### src/rtl/apb_controller.sv
// APB initiator half of the AHB-to-APB bridge: accepts one decoded AHB transfer
// at a time and plays it out as an APB SETUP/ENABLE pair to one of three slots.
module apb_controller #(
  parameter logic [31:0] BASE_ADDR = 32'h8000_0000,
  parameter logic [31:0] SLV_SIZE  = 32'h0400_0000
) (
  input  logic        Hclk,
  input  logic        Hresetn,
  input  logic        Hwrite,
  input  logic [1:0]  Htrans,
  input  logic        Hreadyin,
  input  logic [31:0] Haddr,
  input  logic [31:0] Hwdata,
  input  logic [31:0] Prdata,
  output logic        Hreadyout,
  output logic [1:0]  Hresp,
  output logic [31:0] Hrdata,
  output logic [2:0]  Pselx,
  output logic        Penable,
  output logic        Pwrite,
  output logic [31:0] Paddr,
  output logic [31:0] Pwdata
);

  localparam logic [31:0] WIN_SIZE = 32'd3 * SLV_SIZE;
  localparam logic [31:0] SLOT2_LO = 32'd2 * SLV_SIZE;

  // Handshake: a request is taken only on a cycle where Hreadyin, Hreadyout and
  // Htrans[1] are all high and the address hits the window; the bridge then
  // holds Hreadyout low until the APB ENABLE cycle has completed.
  typedef enum logic [1:0] {
    ST_IDLE   = 2'd0,
    ST_WAIT   = 2'd1,
    ST_SETUP  = 2'd2,
    ST_ENABLE = 2'd3
  } state_t;

  state_t      r_state;
  state_t      w_state_nxt;

  logic [31:0] r_addr;
  logic        r_write;
  logic [2:0]  r_sel;
  logic        r_hreadyout;
  logic [2:0]  r_pselx;
  logic        r_penable;
  logic        r_pwrite;
  logic [31:0] r_paddr;
  logic [31:0] r_pwdata;
  logic [31:0] r_hrdata;

  logic [31:0] w_addr_nxt;
  logic        w_write_nxt;
  logic [2:0]  w_sel_nxt;
  logic        w_hreadyout_nxt;
  logic [2:0]  w_pselx_nxt;
  logic        w_penable_nxt;
  logic        w_pwrite_nxt;
  logic [31:0] w_paddr_nxt;
  logic [31:0] w_pwdata_nxt;
  logic [31:0] w_hrdata_nxt;

  logic [31:0] w_offset;
  logic        w_in_window;
  logic [2:0]  w_decode;
  logic        w_req_valid;

  // Offset is only meaningful when Haddr >= BASE_ADDR, which the window test guards.
  assign w_offset    = Haddr - BASE_ADDR;
  assign w_in_window = (Haddr >= BASE_ADDR) && (w_offset < WIN_SIZE);
  assign w_req_valid = Hreadyin & r_hreadyout & Htrans[1] & w_in_window;

  always_comb begin
    w_decode = 3'b000;
    if (w_offset < SLV_SIZE) begin
      w_decode = 3'b001;
    end else if (w_offset < SLOT2_LO) begin
      w_decode = 3'b010;
    end else begin
      w_decode = 3'b100;
    end
  end

  always_comb begin
    w_state_nxt     = r_state;
    w_addr_nxt      = r_addr;
    w_write_nxt     = r_write;
    w_sel_nxt       = r_sel;
    w_hreadyout_nxt = r_hreadyout;
    w_pselx_nxt     = r_pselx;
    w_penable_nxt   = r_penable;
    w_pwrite_nxt    = r_pwrite;
    w_paddr_nxt     = r_paddr;
    w_pwdata_nxt    = r_pwdata;
    w_hrdata_nxt    = r_hrdata;

    case (r_state)
      ST_IDLE: begin
        w_hreadyout_nxt = 1'b1;
        w_pselx_nxt     = 3'b000;
        w_penable_nxt   = 1'b0;
        if (w_req_valid) begin
          w_addr_nxt      = Haddr;
          w_write_nxt     = Hwrite;
          w_sel_nxt       = w_decode;
          w_hreadyout_nxt = 1'b0;
          w_state_nxt     = ST_WAIT;
        end
      end
      ST_WAIT: begin
        // Hwdata arrives in this data-phase cycle; taken for reads as well.
        w_hreadyout_nxt = 1'b0;
        w_pselx_nxt     = r_sel;
        w_penable_nxt   = 1'b0;
        w_paddr_nxt     = r_addr;
        w_pwrite_nxt    = r_write;
        w_pwdata_nxt    = Hwdata;
        w_state_nxt     = ST_SETUP;
      end
      ST_SETUP: begin
        w_hreadyout_nxt = 1'b0;
        w_penable_nxt   = 1'b1;
        w_state_nxt     = ST_ENABLE;
      end
      ST_ENABLE: begin
        if (!r_pwrite) begin
          w_hrdata_nxt = Prdata;
        end
        w_hreadyout_nxt = 1'b1;
        w_pselx_nxt     = 3'b000;
        w_penable_nxt   = 1'b0;
        w_state_nxt     = ST_IDLE;
      end
      default: begin
        w_hreadyout_nxt = 1'b1;
        w_pselx_nxt     = 3'b000;
        w_penable_nxt   = 1'b0;
        w_state_nxt     = ST_IDLE;
      end
    endcase
  end

  always_ff @(posedge Hclk) begin
    if (!Hresetn) begin
      r_state     <= ST_IDLE;
      r_addr      <= 32'h0;
      r_write     <= 1'b0;
      r_sel       <= 3'b000;
      r_hreadyout <= 1'b1;
      r_pselx     <= 3'b000;
      r_penable   <= 1'b0;
      r_pwrite    <= 1'b0;
      r_paddr     <= 32'h0;
      r_pwdata    <= 32'h0;
      r_hrdata    <= 32'h0;
    end else begin
      r_state     <= w_state_nxt;
      r_addr      <= w_addr_nxt;
      r_write     <= w_write_nxt;
      r_sel       <= w_sel_nxt;
      r_hreadyout <= w_hreadyout_nxt;
      r_pselx     <= w_pselx_nxt;
      r_penable   <= w_penable_nxt;
      r_pwrite    <= w_pwrite_nxt;
      r_paddr     <= w_paddr_nxt;
      r_pwdata    <= w_pwdata_nxt;
      r_hrdata    <= w_hrdata_nxt;
    end
  end

  assign Hreadyout = r_hreadyout;
  assign Hresp     = 2'b00;
  assign Hrdata    = r_hrdata;
  assign Pselx     = r_pselx;
  assign Penable   = r_penable;
  assign Pwrite    = r_pwrite;
  assign Paddr     = r_paddr;
  assign Pwdata    = r_pwdata;

  // APB protocol invariants on the bundle this block drives.
  a_psel_onehot: assert property (@(posedge Hclk) disable iff (!Hresetn)
    $onehot0(Pselx));

  a_enable_follows_setup: assert property (@(posedge Hclk) disable iff (!Hresetn)
    Penable |-> ($past(Pselx) != 3'b000) && !$past(Penable) && $stable(Pselx)
                && $stable(Paddr) && $stable(Pwrite) && $stable(Pwdata));

endmodule
### config.mk
export PLATFORM = sky130hd
export DESIGN_NAME = apb_controller
export DESIGN_NICKNAME = d
export VERILOG_FILES = /design/src/rtl/apb_controller.sv
export SDC_FILE = /design/constraint.sdc
export NUM_CORES = 1
export LEC_CHECK = 0
export ABC_CLOCK_PERIOD_IN_PS = 2890
export CAP_MARGIN = 20
export CELL_PAD_IN_SITES_DETAIL_PLACEMENT = 2
export CELL_PAD_IN_SITES_GLOBAL_PLACEMENT = 2
export CORE_MARGIN = 2
export CORE_UTILIZATION = 26
export CTS_CLUSTER_SIZE = 25
export DETAILED_ROUTE_END_ITERATION = 6
export MAX_ROUTING_LAYER = met4
export PLACE_DENSITY_LB_ADDON = 0.1
export SLEW_MARGIN = 5
export SYNTH_ARGS = -nofsm -noshare
export SYNTH_HDL_FRONTEND = slang
export SYNTH_SLANG_ARGS = --single-unit
### constraint.sdc
create_clock -name Hclk -period 2.89 [get_ports Hclk]
set_clock_uncertainty 0.2 [all_clocks]
set_input_delay 0.289 -clock Hclk [delete_from_list [all_inputs] [get_ports Hclk]]
set_output_delay 0.289 -clock Hclk [all_outputs]
set_load 0.02 [all_outputs]
# Yosys cells after proc, flatten, opt, wreduce, memory -nomap -nowiden
# Cells that the tools add are included.
# Widths: inputs -> output; s select.
# word_totals
romBits	0
output_inout_bits	104
elab_cells	40
regBits	140
ramBits	0
latch_bits	0
in_bits	102
mem_count	0
# classes
add_sub_neg	1
shift	0
bitwise	4
n_reduce_logical	8
n_lt_le_gt_ge	4
n_mul	0
div	0
muxes	8
n_eq_ne	4
# op_table
cell	n
$lt 32x28->1 const B	2
$ge 32x32->1 const B	1
$lt 32x27->1 const B	1
$sub 32x32->32 const B	1
$pmux 2 s4	1
$mux 3	2
$pmux 3 s2	1
$eq 2x2->1 const B	2
$reduce_and 2->1	2
$reduce_or 2->1	2
$and 1x1->1	3
$pmux 1 s3	1
$reduce_or 3->1	1
$eq 2x1->1 const B	1
$logic_not 2->1	1
$mux 2	1
$ne 2x2->1 const B	1
$pmux 1 s2	1
$reduce_bool 2->1	1
$logic_and 1x1->1	1
$mux 1	1
$not 1->1	1

# Depth between registers and ports, before layout
# Gate-level depths: netlist of the first run.
# depth
ltp_word	6
ltp_mapped	6
ltp_nobuf	5

# Least setup slack after synthesis of the first run
# Ideal clock, no wire load.
# synth_path
kind	reg-to-reg
from	register r_state[0]
to	register r_addr[20]
t_required_ns	2.618
n_path_buf	1
arrival_time_ns	1.839
setup_slack_ns	0.779
stages_incl_launch_ff	7
synth_period_minus_slack_ns	2.111
setup_ns	0.072
path_cell_list	dfxtp_1 > inv_1 > ha_1 > or4b_4 > nor3_4 > buf_6 > mux2i_1
# synth_via
elab_chain_len	2
# synth_rtl
item	line_no	source
start, declared	38	state_t r_state;
start signal, assigned	157	r_state <= w_state_nxt;
$logic_not 2->1	97	case (r_state)
$reduce_and 2->1 (no line)	--	
end signal, assigned	158	r_addr <= w_addr_nxt;
end, declared	41	logic [31:0] r_addr;
# Every way passes these cells.
# A chain may end at the register's enable or synchronous reset.

# Worst setup path after layout of the first run
# layout_path
from	register r_state[0]
to	register r_addr[28]
# The elaborated chain is that of the path after synthesis.

==> results_dict.tcl, run 1 <==
set metrics [dict create \
    coreArea_mm2 0.02030 \
    ys_types 33 \
    grt_first_pass_wirelength_mm 26.40 \
    cts-buffers-inserted 17 \
    antenna_cells 0 \
    synth_edf_count 0 \
    ff_latch_area_mm2 0.002803 \
    io_buffer_count 202 \
    yosys_warnings 0 \
    drt-pass1-iter-count 4 \
    relSlewSlack 0.6466 \
    vias_per_cell 4.387 \
    antenna_found_initial 0 \
    synth_area_leader_cell "dfxtp_1" \
    first_iter_violations 82 \
    grt_usage 0.1579 \
    grt_max_degree 74 \
    worst-path-buf-inv 2 \
    cp_data_arrival_time_ns 2.42 \
    final_cells 1018 \
    drive_gt1_frac 0.05749 \
    ir_drop_uv 409.0 \
    die_h_um 148.2 \
    ctsHtreeMaxLevel 4 \
    cts_tree "done" \
    fp.dieW_um 148.2 \
    row_count 52 \
    multi_input_area_mm2 0.002424 \
    powerDensity_mw_per_mm2 633.1 \
    cp_top_family "simple AND/OR/NAND/NOR gates" \
    cpMaxStageDelayCell "or4b_4" \
    drv_slew 0 \
    grt_overflow 0 \
    crit_type "register to register" \
    maxCapViolCount 0 \
    cts_hold_buf 0 \
    async_reset_ff_frac 0 \
    nFillCells 2175 \
    finalHoldViolations 0 \
    critPathMaxFanout 36 \
    tightest_slew_ns 0.5301 \
    clk_latency_ns 0.42 \
    setup_viol 0 \
    rsz0062_at_grt "no" \
    fin_crit_ns 2.308 \
    finalSetupTns_ns 0 \
    synth_most_common_cell "dfxtp_1" \
    cts_sinks 140 \
    wire_per_inst_um 16.32 \
    worst_ep_required_time_ns 3.00 \
    yosys-top-cells-area "dfxtp_1 (52%), mux2i_1 (18%), nand2_1 (9.0%)" \
    root_buffer "clkbuf_16" \
    r2r_slack_ns 0.58 \
    start_util 0.2663 \
    finalWirelength_mm 16.61 \
    status "completed" \
    dp_cells 986 \
    drc 0 \
    synth_top_area_share 0.5185 \
    p_leak_uw 0.002811 \
    hold_class "primary input to register" \
    cp-start-kind "register" \
    max_freq_ghz 0.4333 \
    ys_ff_latch 140 \
    num_vias 4466 \
    post_cts_buffers 0 \
    synthFlopType "dfxtp_1" \
    timing.final.crit_share 0.7986 \
    drtAntennaViolNets 0 \
    grt_pass1_vias 4957 \
    fp.dieArea_mm2 0.02196 \
    gp_congestion 0.7020 \
    end_kind "register" \
    cp_cell_sequence "inv_1 -> ha_1 -> or4b_4 -> nor3_4 -> buf_12 -> and3b_2" \
    ios 206 \
    synthCells 544 \
    syn-cell-area_mm2 0.005405 \
    cpPeakStageDelay_ns 0.51 \
    clk_pin_slew_worst_paths_ns 0.06 \
    ys_seq_area_frac 0.5185 \
    syn_avg_cell_area_um2 9.936 \
    syn_to_final_growth_pct 53.84 \
    cts_resized 0 \
    fin_nets 843 \
    dp_hpwl_mm 11.76 \
    synth_common_cells "dfxtp_1 (140), nand2_1 (130), mux2i_1 (95)" \
    clock_path_buffers 2 \
]
sequential cells by signal, indices dropped and copies added (netlist names), 2 cells and up:
register,cells
Pwdata,32
Pselx,3
r_state,2
r_sel,3
Paddr,32
r_addr,32
Hrdata,32
power by group:
group	internal, uW	total, uW	leakage [uW]	switching (uW)
Combinational	460	883	0.00137	423
Sequential	2010	2050	0.00113	44.8
Clock	1480	2330	0.000307	849
Total	3950	5260	0.00281	1320
per-stage QoR:
step	setup slack (ns)	utilization	instance area, um2	total power (uW)	hold slack [ns]
6_report	0.5820	0.4096	8315	5264	0.1889
5_1_grt	0.4359	0.4096	8315	5507	0.2102
4_1_cts	0.5545	0.4096	8315	5358	0.1870
3_5_place_dp	0.5655	0.3786	7685	2995	0.2553
3_3_place_gp	0.5859	0.3786	7685	2957	0.2414
2_1_floorplan	0.7792	-	5409	2586	0.2311
worst register-to-register path, cell delays in order (launching register included):
cell,delay [ns]
dfxtp_1,0.35
inv_1,0.16
ha_1,0.28
or4b_4,0.51
nor3_4,0.16
buf_12,0.28
and3b_2,0.26
routing by layer:
| metal | share of wire | GRT usage | up-vias | wire length, um |
|---|---|---|---|---|
| li1 | - | - | 2156 | - |
| met1 | 0.42 | 0.1750 | 2164 | 6994 |
| met2 | 0.49 | 0.2653 | 131 | 8172 |
| met3 | 0.075 | 0.06074 | 15 | 1241 |
| met4 | 0.012 | 0.04476 | 0 | 201 |
| met5 | 0 | - | - | 0 |
layout make-up:
type / count / share of cell area
clock buffer: 24 / 0.06034
clock inverter: 8 / 0.01550
inverter: 3 / 0.001354
multi-input combinational: 364 / 0.2915
sequential: 140 / 0.3370
tap: 270 / 0.04063
timing repair buffer: 209 / 0.2537
logic make-up after synthesis:
| group | after synthesis | synth area share |
|---|---|---|
| AND/OR/NAND/NOR | 218 | 0.1965 |
| flip-flops | 140 | 0.5185 |
| multiplexers | 95 | 0.1759 |
| AO/OA/AOI/OAI | 43 | 0.05787 |
| buffers and inverters | 41 | 0.03657 |
| adder cells (fa/ha/maj) | 6 | 0.01389 |
| other | 1 | 0.0006938 |
path summary, 6_finish.rpt:
path                            from                      end  depth (start not counted)
max reg2reg  r_state[0]$_SDFFE_PN0P_  r_addr[28]$_SDFFE_PN0P_                          6
min                          Hresetn  Hrdata[23]$_SDFFE_PN0P_                          2
min reg2reg   r_addr[9]$_SDFFE_PN0P_   r_addr[9]$_SDFFE_PN0P_                          2
max          r_state[0]$_SDFFE_PN0P_  r_addr[28]$_SDFFE_PN0P_                          6
cells in the final DEF (no fill, tap or decap), types with 5 or more instances in the layout:
master and n:
clkbuf_8 5, o21ai_0 5, clkdlybuf4s50_1 201, nand2_1 130, buf_4 5, clkbuf_16 17
a21boi_0 32, dfxtp_1 140, mux2i_1 95, ha_1 5, nor2b_1 68
Note: power is estimated with default switching activity, not from simulation.
==> run 2, diff against run 1 <==
- ABC_CLOCK_PERIOD_IN_PS: 2890 -> 2000
- CORE_UTILIZATION: 26 -> 23
- clock period: 2.89 -> 2 ns (I/O delays scaled with it)
==> results_dict.tcl, run 2 (synthesized netlist as in run 1, its figures left out) <==
set metrics [dict create \
    status "finished, violations left" \
    violations "negative setup slack" \
    powerDensity_mw_per_mm2 878.8 \
    drc 0 \
    die_h_um 157.3 \
    finalHoldViolations 0 \
    critPathMaxFanout 12 \
    wire_per_inst_um 15.75 \
    coreArea_mm2 0.02326 \
    cts_tree "done" \
    gp_congestion 0.7041 \
    cp-start-kind "register" \
    grt_overflow 0 \
    finalWirelength_mm 17.04 \
    start_util 0.2324 \
    antenna_found_initial 1 \
    dp_cells 1045 \
    grt_max_degree 92 \
    cts_sinks 140 \
    fin_crit_ns 2.048 \
    max_freq_ghz 0.4882 \
    p_leak_uw 0.002885 \
    finalSetupTns_ns -0.4031 \
    cts-buffers-inserted 17 \
    row_count 56 \
    end_kind "register" \
    grt_usage 0.1438 \
    io_buffer_count 202 \
    fin_nets 858 \
    ios 206 \
    num_vias 4496 \
    dp_hpwl_mm 11.91 \
    timing.final.crit_share 1.024 \
    cp_data_arrival_time_ns 2.19 \
    drtAntennaViolNets 0 \
    ctsHtreeMaxLevel 4 \
    hold_class "primary input to register" \
    grt_first_pass_wirelength_mm 26.57 \
    final_cells 1082 \
    rr_worst_depth 7 \
    drv_slew 0 \
    clk_pin_slew_worst_paths_ns 0.07 \
    setup_slack_ns -0.04831 \
    final_cell_mix "clkdlybuf4s50_1 (201), dfxtp_1 (138), nand2_1 (130)" \
    ir_drop_uv 451.9 \
    clk_latency_ns 0.42 \
    fp.dieW_um 157.3 \
    drive_gt1_frac 0.08268 \
    fp.dieArea_mm2 0.02474 \
    crit_type "register to register" \
    setup_viol 18 \
    grt_pass1_vias 5023 \
    drt-pass1-iter-count 4 \
    clock_path_buffers 2 \
    final_common_cell "clkdlybuf4s50_1" \
    rsz0062_at_grt "yes" \
    syn_to_final_growth_pct 57.89 \
    holdPathStages 3 \
    worst_ep_required_time_ns 2.14 \
    vias_per_cell 4.155 \
    root_buffer "clkbuf_16" \
    maxCapViolCount 0 \
    first_iter_violations 127 \
]
-- run 2: layout make-up --
cell class / count / area (um2)
diodes: 1 / 2.502
clock buffers: 19 / 452.9
well taps: 319 / 399.1
multi-input cells: 364 / 2436
inverters: 3 / 11.26
clock inverters: 12 / 136.4
flip-flops and latches: 140 / 2805
fillers: 2497 / 14730
repair buffers: 224 / 2291
-- run 2: per-layer routing --
| layer | track usage | up-vias | part of all wire |
|---|---|---|---|
| met1 | 0.1612 | 2157 | 0.43 |
| met3 | 0.04185 | 18 | 0.064 |
| li1 | - | 2187 | - |
| met2 | 0.2429 | 134 | 0.49 |
| met4 | 0.05368 | 0 | 0.016 |
| met5 | - | - | 0 |
-- run 2: path summary, 6_finish.rpt --
path | startpoint | endpoint | slack [ns]
min reg2reg | r_sel[2]$_SDFFE_PN0P_ | r_sel[2]$_SDFFE_PN0P_ | 0.26
max reg2reg | r_state[1]$_SDFFE_PN0P_ | r_write$_SDFFE_PN0P_ | -0.05
min | Haddr[1] | r_addr[1]$_SDFFE_PN0P_ | 0.14
max | r_state[1]$_SDFFE_PN0P_ | r_write$_SDFFE_PN0P_ | -0.05
-- run 2: critical path, cell delays in order, from the launching register on --
cell and delay, ns:
dfxtp_2 0.32, inv_2 0.08, ha_4 0.14, or4b_4 0.50
nor3_4 0.21, buf_12 0.17, buf_12 0.16, mux2i_1 0.19
-- run 2: timing repair --
| action | in CTS | in global routing |
|---|---|---|
| setup endpoints to repair | 26 | 30 |
| endpoints found under the hold margin | 7 | 0 |
| pin swaps | 0 | 0 |
| resized for setup | 0 | 1 |
| hold buffers | 1 | 0 |
| setup buffers | 1 | 3 |
-- run 2: through the flow --
stage | cell area, um2 | utilization | setup slack, ns | total power, uW | hold WS, ns
floorplan | 5424 | - | -0.05753 | 3751 | 0.1421
global placement | 7899 | 0.3396 | -0.2112 | 4348 | 0.2429
detailed placement | 7899 | 0.3396 | -0.2597 | 4389 | 0.2518
CTS | 8506 | 0.3656 | -0.07974 | 7647 | 0.1255
global route | 8534 | 0.3669 | -0.1213 | 7891 | 0.1304
finish | 8534 | 0.3669 | -0.04831 | 7500 | 0.1365
-- run 2: report_power, final --
| part | switching (uW) | internal [uW] |
|---|---|---|
| clock | 1290 | 1910 |
| sequential | 55.4 | 2900 |
| combinational | 639 | 706 |
| total | 1990 | 5510 |
==> run 3, diff against run 2 <==
- CTS_CLUSTER_DIAMETER: unset -> 80
==> results of run 3 <==
No change in the layout: final DEF, timing and power equal those of run 2.
